===== config.mk =====
export PLATFORM = sky130hd
export DESIGN_NAME = uart_tx_arbiter
export DESIGN_NICKNAME = d
export VERILOG_FILES = /design/src/rtl/uart_pkg.sv /design/src/rtl/uart_rr_pick.sv /design/src/rtl/uart_tx_arbiter.sv
export SDC_FILE = /design/constraint.sdc
export NUM_CORES = 1
export LEC_CHECK = 0
export CAP_MARGIN = 20
export CORE_ASPECT_RATIO = 1.75
export CORE_MARGIN = 2
export CORE_UTILIZATION = 30
export DETAILED_ROUTE_END_ITERATION = 10
export HOLD_SLACK_MARGIN = 0.1
export SLEW_MARGIN = 10
export SYNTH_ARGS = -nofsm -noshare
export SYNTH_HDL_FRONTEND = slang
export SYNTH_SLANG_ARGS = --single-unit
export TNS_END_PERCENT = 100

===== constraint.sdc =====
create_clock -name CLK -period 5.2 [get_ports CLK]
set_input_delay 0.52 -clock CLK [delete_from_list [all_inputs] [get_ports CLK]]
set_output_delay 0.52 -clock CLK [all_outputs]
set_load 0.05 [all_outputs]

===== src/rtl/uart_pkg.sv =====
// ============================================================================
// Module : uart_pkg
// Shared UART framing-mode constants and arbiter state encoding.
// Rev    : 1.0  initial release
// ============================================================================
`default_nettype none

package uart_pkg;

    localparam logic [1:0] M8N1 = 2'b00;
    localparam logic [1:0] M8E1 = 2'b01;
    localparam logic [1:0] M8O1 = 2'b11;

    typedef enum logic [1:0] {
        ARB_IDLE   = 2'd0,
        ARB_LAUNCH = 2'd1,
        ARB_DRAIN  = 2'd2
    } arb_state_t;

endpackage

`default_nettype wire


===== src/rtl/uart_rr_pick.sv =====
// ============================================================================
// Module : uart_rr_pick
// Combinational round-robin picker: first requester at or after ptr, wrapping.
// Rev    : 1.0  initial release
// ============================================================================
`default_nettype none

module uart_rr_pick #(
    parameter int NUM_REQ = 4,
    parameter int IDX_W   = $clog2(NUM_REQ)
) (
    input  logic [NUM_REQ-1:0] req,
    input  logic [IDX_W-1:0]   ptr,
    output logic [NUM_REQ-1:0] onehot,
    output logic [IDX_W-1:0]   idx,
    output logic               any
);

    int               w_j;
    logic [IDX_W-1:0] w_jidx;

    always_comb begin
        onehot = '0;
        idx    = '0;
        any    = 1'b0;
        w_j    = 0;
        w_jidx = '0;
        for (int i = 0; i < NUM_REQ; i++) begin
            w_j    = (int'(ptr) + i) % NUM_REQ;
            w_jidx = IDX_W'(w_j);
            if (!any && req[w_jidx]) begin
                any            = 1'b1;
                idx            = w_jidx;
                onehot[w_jidx] = 1'b1;
            end
        end
    end

endmodule

`default_nettype wire


===== src/rtl/uart_tx_arbiter.sv =====
// ============================================================================
// Module : uart_tx_arbiter
// Round-robin (with burst hold) sharing of one UART transmitter among NUM_REQ
// byte producers; drives the DATA_AVAILABLE/BUSY handshake with launch timeout.
// Rev    : 1.0  initial release
// ============================================================================
`default_nettype none

module uart_tx_arbiter
    import uart_pkg::*;
#(
    parameter int NUM_REQ   = 4,
    parameter int BURST_MAX = 4,
    parameter int TIMEOUT   = 16
) (
    input  logic                 CLK,
    input  logic                 RST,
    input  logic [NUM_REQ-1:0]   REQ,
    input  logic [8*NUM_REQ-1:0] REQ_DATA,
    input  logic [1:0]           MODE_CFG,
    output logic [NUM_REQ-1:0]   ACK,
    output logic [NUM_REQ-1:0]   GNT,
    output logic [7:0]           TX_DATA,
    output logic [1:0]           TX_MODE,
    output logic                 TX_DATA_AVAILABLE,
    input  logic                 TX_BUSY,
    output logic                 ERR,
    input  logic                 ERR_CLR
);

    localparam int IDX_W  = $clog2(NUM_REQ);
    localparam int BCNT_W = $clog2(BURST_MAX + 1);
    localparam int TCNT_W = $clog2(TIMEOUT + 1);
    localparam logic [BCNT_W-1:0] c_burst_lim = BCNT_W'(BURST_MAX - 1);
    localparam logic [TCNT_W-1:0] c_tmo_last  = TCNT_W'(TIMEOUT - 1);
    localparam logic [IDX_W-1:0]  c_idx_last  = IDX_W'(NUM_REQ - 1);

    arb_state_t          r_state, w_state_nxt;
    logic [IDX_W-1:0]    r_ptr, r_last;
    logic                r_has_last;
    logic [BCNT_W-1:0]   r_burst;
    logic [TCNT_W-1:0]   r_tmo;

    logic [NUM_REQ-1:0]  r_ack, r_gnt;
    logic [7:0]          r_tx_data;
    logic [1:0]          r_tx_mode;
    logic                r_dav, r_err;

    logic [NUM_REQ-1:0]  w_ack_nxt, w_gnt_nxt;
    logic [7:0]          w_data_nxt;
    logic [1:0]          w_mode_nxt;
    logic                w_dav_nxt, w_err_nxt;

    logic [NUM_REQ-1:0]  w_rr_onehot, w_win_onehot;
    logic [IDX_W-1:0]    w_rr_idx, w_win_idx;
    logic                w_rr_any;
    logic [7:0]          w_win_data;
    logic                w_burst_ok, w_capture, w_launch_done, w_timeout, w_drain_done;

    uart_rr_pick #(
        .NUM_REQ (NUM_REQ),
        .IDX_W   (IDX_W)
    ) u_pick (
        .req     (REQ),
        .ptr     (r_ptr),
        .onehot  (w_rr_onehot),
        .idx     (w_rr_idx),
        .any     (w_rr_any)
    );

    // The previous winner keeps the transmitter while it still asks and has burst budget left.
    assign w_burst_ok    = r_has_last && REQ[r_last] && (r_burst < c_burst_lim);
    assign w_win_idx     = w_burst_ok ? r_last : w_rr_idx;
    assign w_win_onehot  = NUM_REQ'(1) << w_win_idx;

    assign w_capture     = (r_state == ARB_IDLE)   && w_rr_any && !TX_BUSY;
    assign w_launch_done = (r_state == ARB_LAUNCH) && TX_BUSY;
    assign w_timeout     = (r_state == ARB_LAUNCH) && !TX_BUSY && (r_tmo == c_tmo_last);
    assign w_drain_done  = (r_state == ARB_DRAIN)  && !TX_BUSY;

    always_comb begin
        w_win_data = '0;
        for (int i = 0; i < NUM_REQ; i++) begin
            if (w_win_idx == IDX_W'(i)) begin
                w_win_data = REQ_DATA[8*i +: 8];
            end
        end
    end

    always_ff @(posedge CLK or negedge RST) begin
        if (!RST) begin
            r_state    <= ARB_IDLE;
            r_ptr      <= '0;
            r_last     <= '0;
            r_has_last <= 1'b0;
            r_burst    <= '0;
            r_tmo      <= '0;
            r_ack      <= '0;
            r_gnt      <= '0;
            r_tx_data  <= 8'h00;
            r_tx_mode  <= 2'b00;
            r_dav      <= 1'b0;
            r_err      <= 1'b0;
        end else begin
            r_state   <= w_state_nxt;
            r_ack     <= w_ack_nxt;
            r_gnt     <= w_gnt_nxt;
            r_tx_data <= w_data_nxt;
            r_tx_mode <= w_mode_nxt;
            r_dav     <= w_dav_nxt;
            r_err     <= w_err_nxt;
            if (w_capture) begin
                r_last     <= w_win_idx;
                r_has_last <= 1'b1;
                r_ptr      <= (w_win_idx == c_idx_last) ? '0 : w_win_idx + 1'b1;
                r_burst    <= w_burst_ok ? r_burst + 1'b1 : '0;
                r_tmo      <= '0;
            end else if ((r_state == ARB_LAUNCH) && !TX_BUSY) begin
                r_tmo      <= w_timeout ? '0 : r_tmo + 1'b1;
            end
        end
    end

    always_comb begin
        w_state_nxt = r_state;
        case (r_state)
            ARB_IDLE:   if (w_capture)     w_state_nxt = ARB_LAUNCH;
            ARB_LAUNCH: if (w_launch_done) w_state_nxt = ARB_DRAIN;
                        else if (w_timeout) w_state_nxt = ARB_IDLE;
            ARB_DRAIN:  if (w_drain_done)  w_state_nxt = ARB_IDLE;
            default:                       w_state_nxt = ARB_IDLE;
        endcase
    end

    always_comb begin
        w_ack_nxt  = '0;
        w_gnt_nxt  = r_gnt;
        w_data_nxt = r_tx_data;
        w_mode_nxt = r_tx_mode;
        w_dav_nxt  = r_dav;
        w_err_nxt  = r_err;
        case (r_state)
            ARB_IDLE: begin
                if (w_capture) begin
                    w_ack_nxt  = w_win_onehot;
                    w_gnt_nxt  = w_win_onehot;
                    w_data_nxt = w_win_data;
                    w_mode_nxt = MODE_CFG;
                    w_dav_nxt  = 1'b1;
                end else begin
                    w_gnt_nxt  = '0;
                end
            end
            ARB_LAUNCH: begin
                if (w_launch_done) begin
                    w_dav_nxt = 1'b0;
                end else if (w_timeout) begin
                    w_dav_nxt = 1'b0;
                    w_gnt_nxt = '0;
                    w_err_nxt = 1'b1;
                end
            end
            ARB_DRAIN: begin
                if (w_drain_done && !w_burst_ok) begin
                    w_gnt_nxt = '0;
                end
            end
            default: begin
                w_gnt_nxt = '0;
                w_dav_nxt = 1'b0;
            end
        endcase
        if (ERR_CLR) begin
            w_err_nxt = 1'b0;
        end
    end

    assign ACK               = r_ack;
    assign GNT               = r_gnt;
    assign TX_DATA           = r_tx_data;
    assign TX_MODE           = r_tx_mode;
    assign TX_DATA_AVAILABLE = r_dav;
    assign ERR               = r_err;

endmodule

`default_nettype wire

Yosys cells after proc, flatten, opt, wreduce, memory -nomap -nowiden:

Cells that the tools add are included.

* output and inout port bits: 20
* register bits after elaboration: 35

* mux-type cells: 47
* shift operators: 1
* equal/unequal tests: 13
* $add $sub $neg: 6
* reduce and logical (&&, ||, !) cells: 27
* magnitude comparators: 6
* bitwise operators: 1

Operator list (count)
* $mux 8: 4
* $mux 2: 10
* $mux 4: 5
* $mux 1: 16
* $lt 2x3->1 const B: 5
* $mux 5: 3
* $logic_and 1x1->1: 12
* $pmux 4 s3: 1
* $reduce_and 3->1: 4
* $bmux 1 s2: 5
* $ne 2x2->1 const B: 5
* $eq 2x2->1 const B: 3
* $pmux 2 s3: 1
* $reduce_bool 2->1: 3
* $add 5x1->5 const B: 1
* $eq 5x4->1 const B: 1
* $logic_not 1->1: 5
* $add 2x1->2 const B: 2
* $add 2x2->2 const B: 2
* $eq 2x1->1 const B: 2
* $logic_not 2->1: 2
* $shl 1x2->4 const A: 1
* $add 3x1->3 const B: 1
* $lt 3x2->1 const B: 1
* other kinds (6): 6

Logic depth before layout (Yosys ltp):

* depth after elaboration: 18
* depth in mapped cells: 10
* mapped depth without buffers: 9

Hierarchy:

From an unflattened synthesis, not the netlist that was laid out.

* cells, all modules: 210
* area, all modules: 2212.1 um^2

By module, submodules not included
* uart_tx_arbiter: cells an instance 165, area an instance 1793.0 um^2, times used 1
* uart_rr_pick: cells an instance 45, area an instance 419.2 um^2, times used 1

Worst setup path after synthesis:

Ideal clock, no wire load.

* path kind: input to register
* start point: in REQ[3]
* end point: reg r_tx_data[6] (netlist: TX_DATA[6])
* path buffers: 2
* library setup time: 0.122 ns
* path slack: 2.520 ns
* data required time: 5.078 ns
* stages on the path: 10
* arrival time: 2.558 ns
* cell sequence: mux4_2 and3_4 o41ai_4 inv_1 ha_1 clkbuf_1 clkbuf_1 a211oi_1 a211o_1 a21oi_1

* word-level cells in the longest chain between the ends: 18

Ends and longest elaborated chain
* start: declaration: line uart_tx_arbiter.sv:18 `input logic [NUM_REQ-1:0] REQ,`
* $bmux 1 s2: line uart_rr_pick.sv:31 `if (!any && req[w_jidx]) begin`
* $mux 1 (implied by the code): line uart_rr_pick.sv:31
* $mux 1: line uart_rr_pick.sv:31
* $logic_not 1->1: line uart_rr_pick.sv:31
* $logic_and 1x1->1: line uart_rr_pick.sv:31
* $mux 1: line uart_rr_pick.sv:31
* $logic_not 1->1: line uart_rr_pick.sv:31
* $logic_and 1x1->1: line uart_rr_pick.sv:31
* $mux 1: line uart_rr_pick.sv:31
* $logic_not 1->1: line uart_rr_pick.sv:31
* $logic_and 1x1->1: line uart_rr_pick.sv:31
* $mux 2: line uart_rr_pick.sv:31
* $mux 2 (*): line uart_tx_arbiter.sv:73 `assign w_win_idx = w_burst_ok ? r_last : w_rr_idx;`
* net w_win_idx[0]: line uart_tx_arbiter.sv:55 `logic [IDX_W-1:0] w_rr_idx, w_win_idx;`
* $logic_not 2->1: line uart_tx_arbiter.sv:84 `if (w_win_idx == IDX_W'(i)) begin`
* $mux 8 (3 in a row): line uart_tx_arbiter.sv:84
* $mux 8 (*): line uart_tx_arbiter.sv:84
* end signal: assignment: line uart_tx_arbiter.sv:108 `r_tx_data <= w_data_nxt;`
* end: declaration: line uart_tx_arbiter.sv:45 `logic [7:0] r_tx_data;`

Mark *: on every way through the listed nets, which the timed path passes. The rest lies on a longest branch. The select of a mux whose other input is x is not followed.
A chain may end at the register's enable or synchronous reset.

Worst setup path after layout:

* start point: in REQ[1]
* end point: reg r_tx_data[7] (netlist: TX_DATA[7])

Same word-level chain as after synthesis.

==> run_results.csv <==
group,metric,value,unit
synthesis,synth_top_area_share,47.4,%
placed_design,gp_congestion,0.818,
die,coreArea,0.00593,mm2
synthesis,muxShareOfSynthArea,3.59,%
detailed_routing,dr.pass1.iters,4,
grt,grt_pass1_vias,1688,
detailed_routing,viasPerCell,4.97,
grt,grt_use_total,15.2,%
synthesis,synth.distinct_cells,42,
detailed_routing,drtAntennaViolNets,0,
timing,rsz0062_at_grt,"no",
setup_path,crit_type,"input port to register",
die,dieArea,0.00682,mm2
grt,grt_overflow,0,
synthesis,synth-seq-cells,35,
timing,hold_ws,0.353,ns
die,die_h,108,um
setup_path,r2r_slack,2.30,ns
setup_path,r2r_cells,8,
synthesis,yosysWarnings,0,
grt,antenna_found_initial,0,
clock_tree,cts_buffers,5,
setup_path,worstReg2RegEnd,"TX_DATA[7]",
timing,fmax,316,MHz
setup_path,crit_path_top_delay_cell,"mux4_2",
die,row_count,37,
power_and_ir_drop,p_leak,1.20,nW
synthesis,yosysSeqAreaShare,47.4,%
setup_path,crit_path_max_incr_delay,0.52,ns
clock_tree,cts_resized,0,
timing,setup_viol,0,
timing,setup_tns,0,ns
timing,tightest_slew,0.904,ns
placed_design,io_buffers,61,
synthesis,synth-simple-area-share,17.1,%
timing,drv_slew,0,
clock_tree,cts_tree,"yes",
timing,fin_crit_sh,60.8,%
setup_path,crit_chain,"clkdlybuf4s50_1 > mux4_2 > and3_4 > o41ai_4 > ha_1 > nor2b_1 > a221oi_1 > a211o_1 > a21oi_1",
timing,final.min_clock_period,3.16,ns
detailed_routing,vias,1635,
clock_tree,clockBufferDepth,2,
setup_path,worstPathRequired,5.37,ns
power_and_ir_drop,pwr_density_cell,613,mW/mm2
synthesis,synth-adder-area-share,4.07,%
finish,n_fill_cell,629,
detailed_routing,drc,0,
setup_path,critPathLaunchType,"input port",
synthesis,synth-edff-count,0,
detailed_routing,drt_iter0_drc,43,
synthesis,synth_cells,191,
setup_path,cp_max_fo,11,
power_and_ir_drop,ir_drop,0.268,mV
die,die_x,63.3,um
synthesis,synth_ff_type,"dfrtp_1",
clock_tree,clkTransAtPathRegs,0.07,ns
finish,ff_latch_area,876,um2
setup_path,critical_path.top_delay_family,"compound AO/OA/AOI/OAI gates",
finish,area_growth,43.0,%
synthesis,synth-compound-area-share,22.5,%
setup_path,timing.rr.start,"r_last[1]",
setup_path,cp.arrival,3.33,ns
finish,antenna_cells,0,
finish,drive_gt1_share,7.17,%
setup_path,cp-end-kind,"register",
clock_tree,htreeDepth,2,
worst_hold_path,worstHoldPathType,"input port to async pin",
synthesis,synth_xor_area_share,0.474,%
synthesis,syn_area_per_cell,9.67,um2
synthesis,synth_area,0.00185,mm2
clock_tree,post_cts_buffers,0,
timing,hold_viol,0,
setup_path,critical_path_buf_inv_count,1,
synthesis,synthTopCellsByArea,"dfrtp_1 47%, a21oi_1 6.5%, ha_1 4.1%",
synthesis,syn_nets,239,
detailed_routing,wl_per_cell,14.8,um
grt,grt_max_degree,36,
finish,multiInputGateArea,887,um2
clock_tree,cts-root-buf,"clkbuf_8",
setup_path,path_depth,9,
detailed_routing,wl,4860,um
synthesis,synth_top_family_by_area,"compound AO/OA/AOI/OAI gates",
finish,final_nets,298,
power_and_ir_drop,totalPowerFinal,1.62,mW
clock_tree,cts_sinks,35,
run_status,status,"completed",
timing,finClkSkew,0.00751,ns
flow_run,cap_violations,0,
clock_tree,insertion_delay,0.29,ns
timing,slew_headroom,39.7,%
synthesis,synth_top_cell_by_area,"dfrtp_1",
die,initial_core_util,31.2,%
synthesis,ys_async_sr_fraction,100,%
placed_design,dp_hpwl,3610,um
die,ios,62,
grt,grt_pass1_wl,8050,um
clock_tree,ctsHoldBuffers,0,
[logic make-up after synthesis]
group | after synthesis
compound gates | 60
xor+xnor | 1
fa+ha+maj | 6
buf+inv | 23
flops | 35
mux | 5
simple gates | 61
[registers in the layout, indices dropped and copies added (netlist names)]
| register | cells |
|---|---|
| r_has_last | 1 |
| r_last | 2 |
| r_state | 2 |
| r_burst | 3 |
| GNT | 4 |
| r_ptr | 2 |
| ERR | 1 |
| TX_DATA_AVAILABLE | 1 |
| ACK | 4 |
| r_tmo | 5 |
| TX_MODE | 2 |
| TX_DATA | 8 |
[layer usage]
| metal | part of all wire (%) | global-route usage (%) | up-vias | routed length, um |
|---|---|---|---|---|
| met4 | 2.7 | 7.14 | 0 | 130 |
| met1 | 37 | 16.6 | 777 | 1820 |
| met3 | 4.4 | 2.30 | 11 | 213 |
| li1 | - | - | 799 | - |
| met5 | 0 | 0 | - | 0 |
| met2 | 56 | 28.1 | 48 | 2700 |
[cells in the mapped netlist, drive strengths merged, types with 3 or more instances]
cell and n:
o21ai 7, nor2 14, a21o 5, nand2b 5, a21oi 24, mux2 3, clkbuf 6, dfrtp 35
a221oi 7, nand2 18, a211o 8, inv 13, nor2b 4, ha 6, and2 4, buf 4
[per-stage QoR]
stage / util (%) / instances / setup slack (ns) / cell area, um2
final: 44.6 / 329 / 2.04 / 2640
after floorplan: - / 191 / 2.52 / 1850
after CTS: 44.6 / 329 / 2.02 / 2640
after global placement: 42.6 / 321 / 1.79 / 2520
after detailed placement: 42.6 / 321 / 1.70 / 2520
after global routing: 44.6 / 329 / 1.84 / 2640
[cell type report]
type	count	area share (%)
multi-input cells	133	33.6
clock inverters	2	1.33
inverters	13	1.85
clock buffers	6	3.13
repair buffers	62	23.2
well taps	78	3.70
flip-flops and latches	35	33.2
[report_power, final]
part	switching (mW)	leakage, nW	internal (mW)
clock network	0.0985	0.0612	0.155
logic	0.547	0.694	0.369
registers	0.0766	0.442	0.371
total	0.722	1.20	0.895
[layout by cell type (no fill, tap or decap), drive strengths merged, types with 3 or more instances in the layout]
cell type / n
clkdlybuf4s50: 60
o21ai: 7
and2: 4
ha: 6
mux2: 3
a21o: 5
a21oi: 24
nand2: 18
a221oi: 7
dfrtp: 35
clkbuf: 7
nor2b: 4
nor2: 14
a211o: 8
inv: 13
nand2b: 5
[worst max-delay path by stage]
stage	startpoint	endpoint
after global routing	REQ[1]	TX_DATA[2]
after CTS	REQ[1]	TX_DATA[2]
after global placement	REQ[1]	TX_DATA[2]
after detailed placement	REQ[1]	TX_DATA[2]
after floorplan	REQ[3]	TX_DATA[6]
final	REQ[1]	TX_DATA[7]
Power figures use the tool's default switching activity.
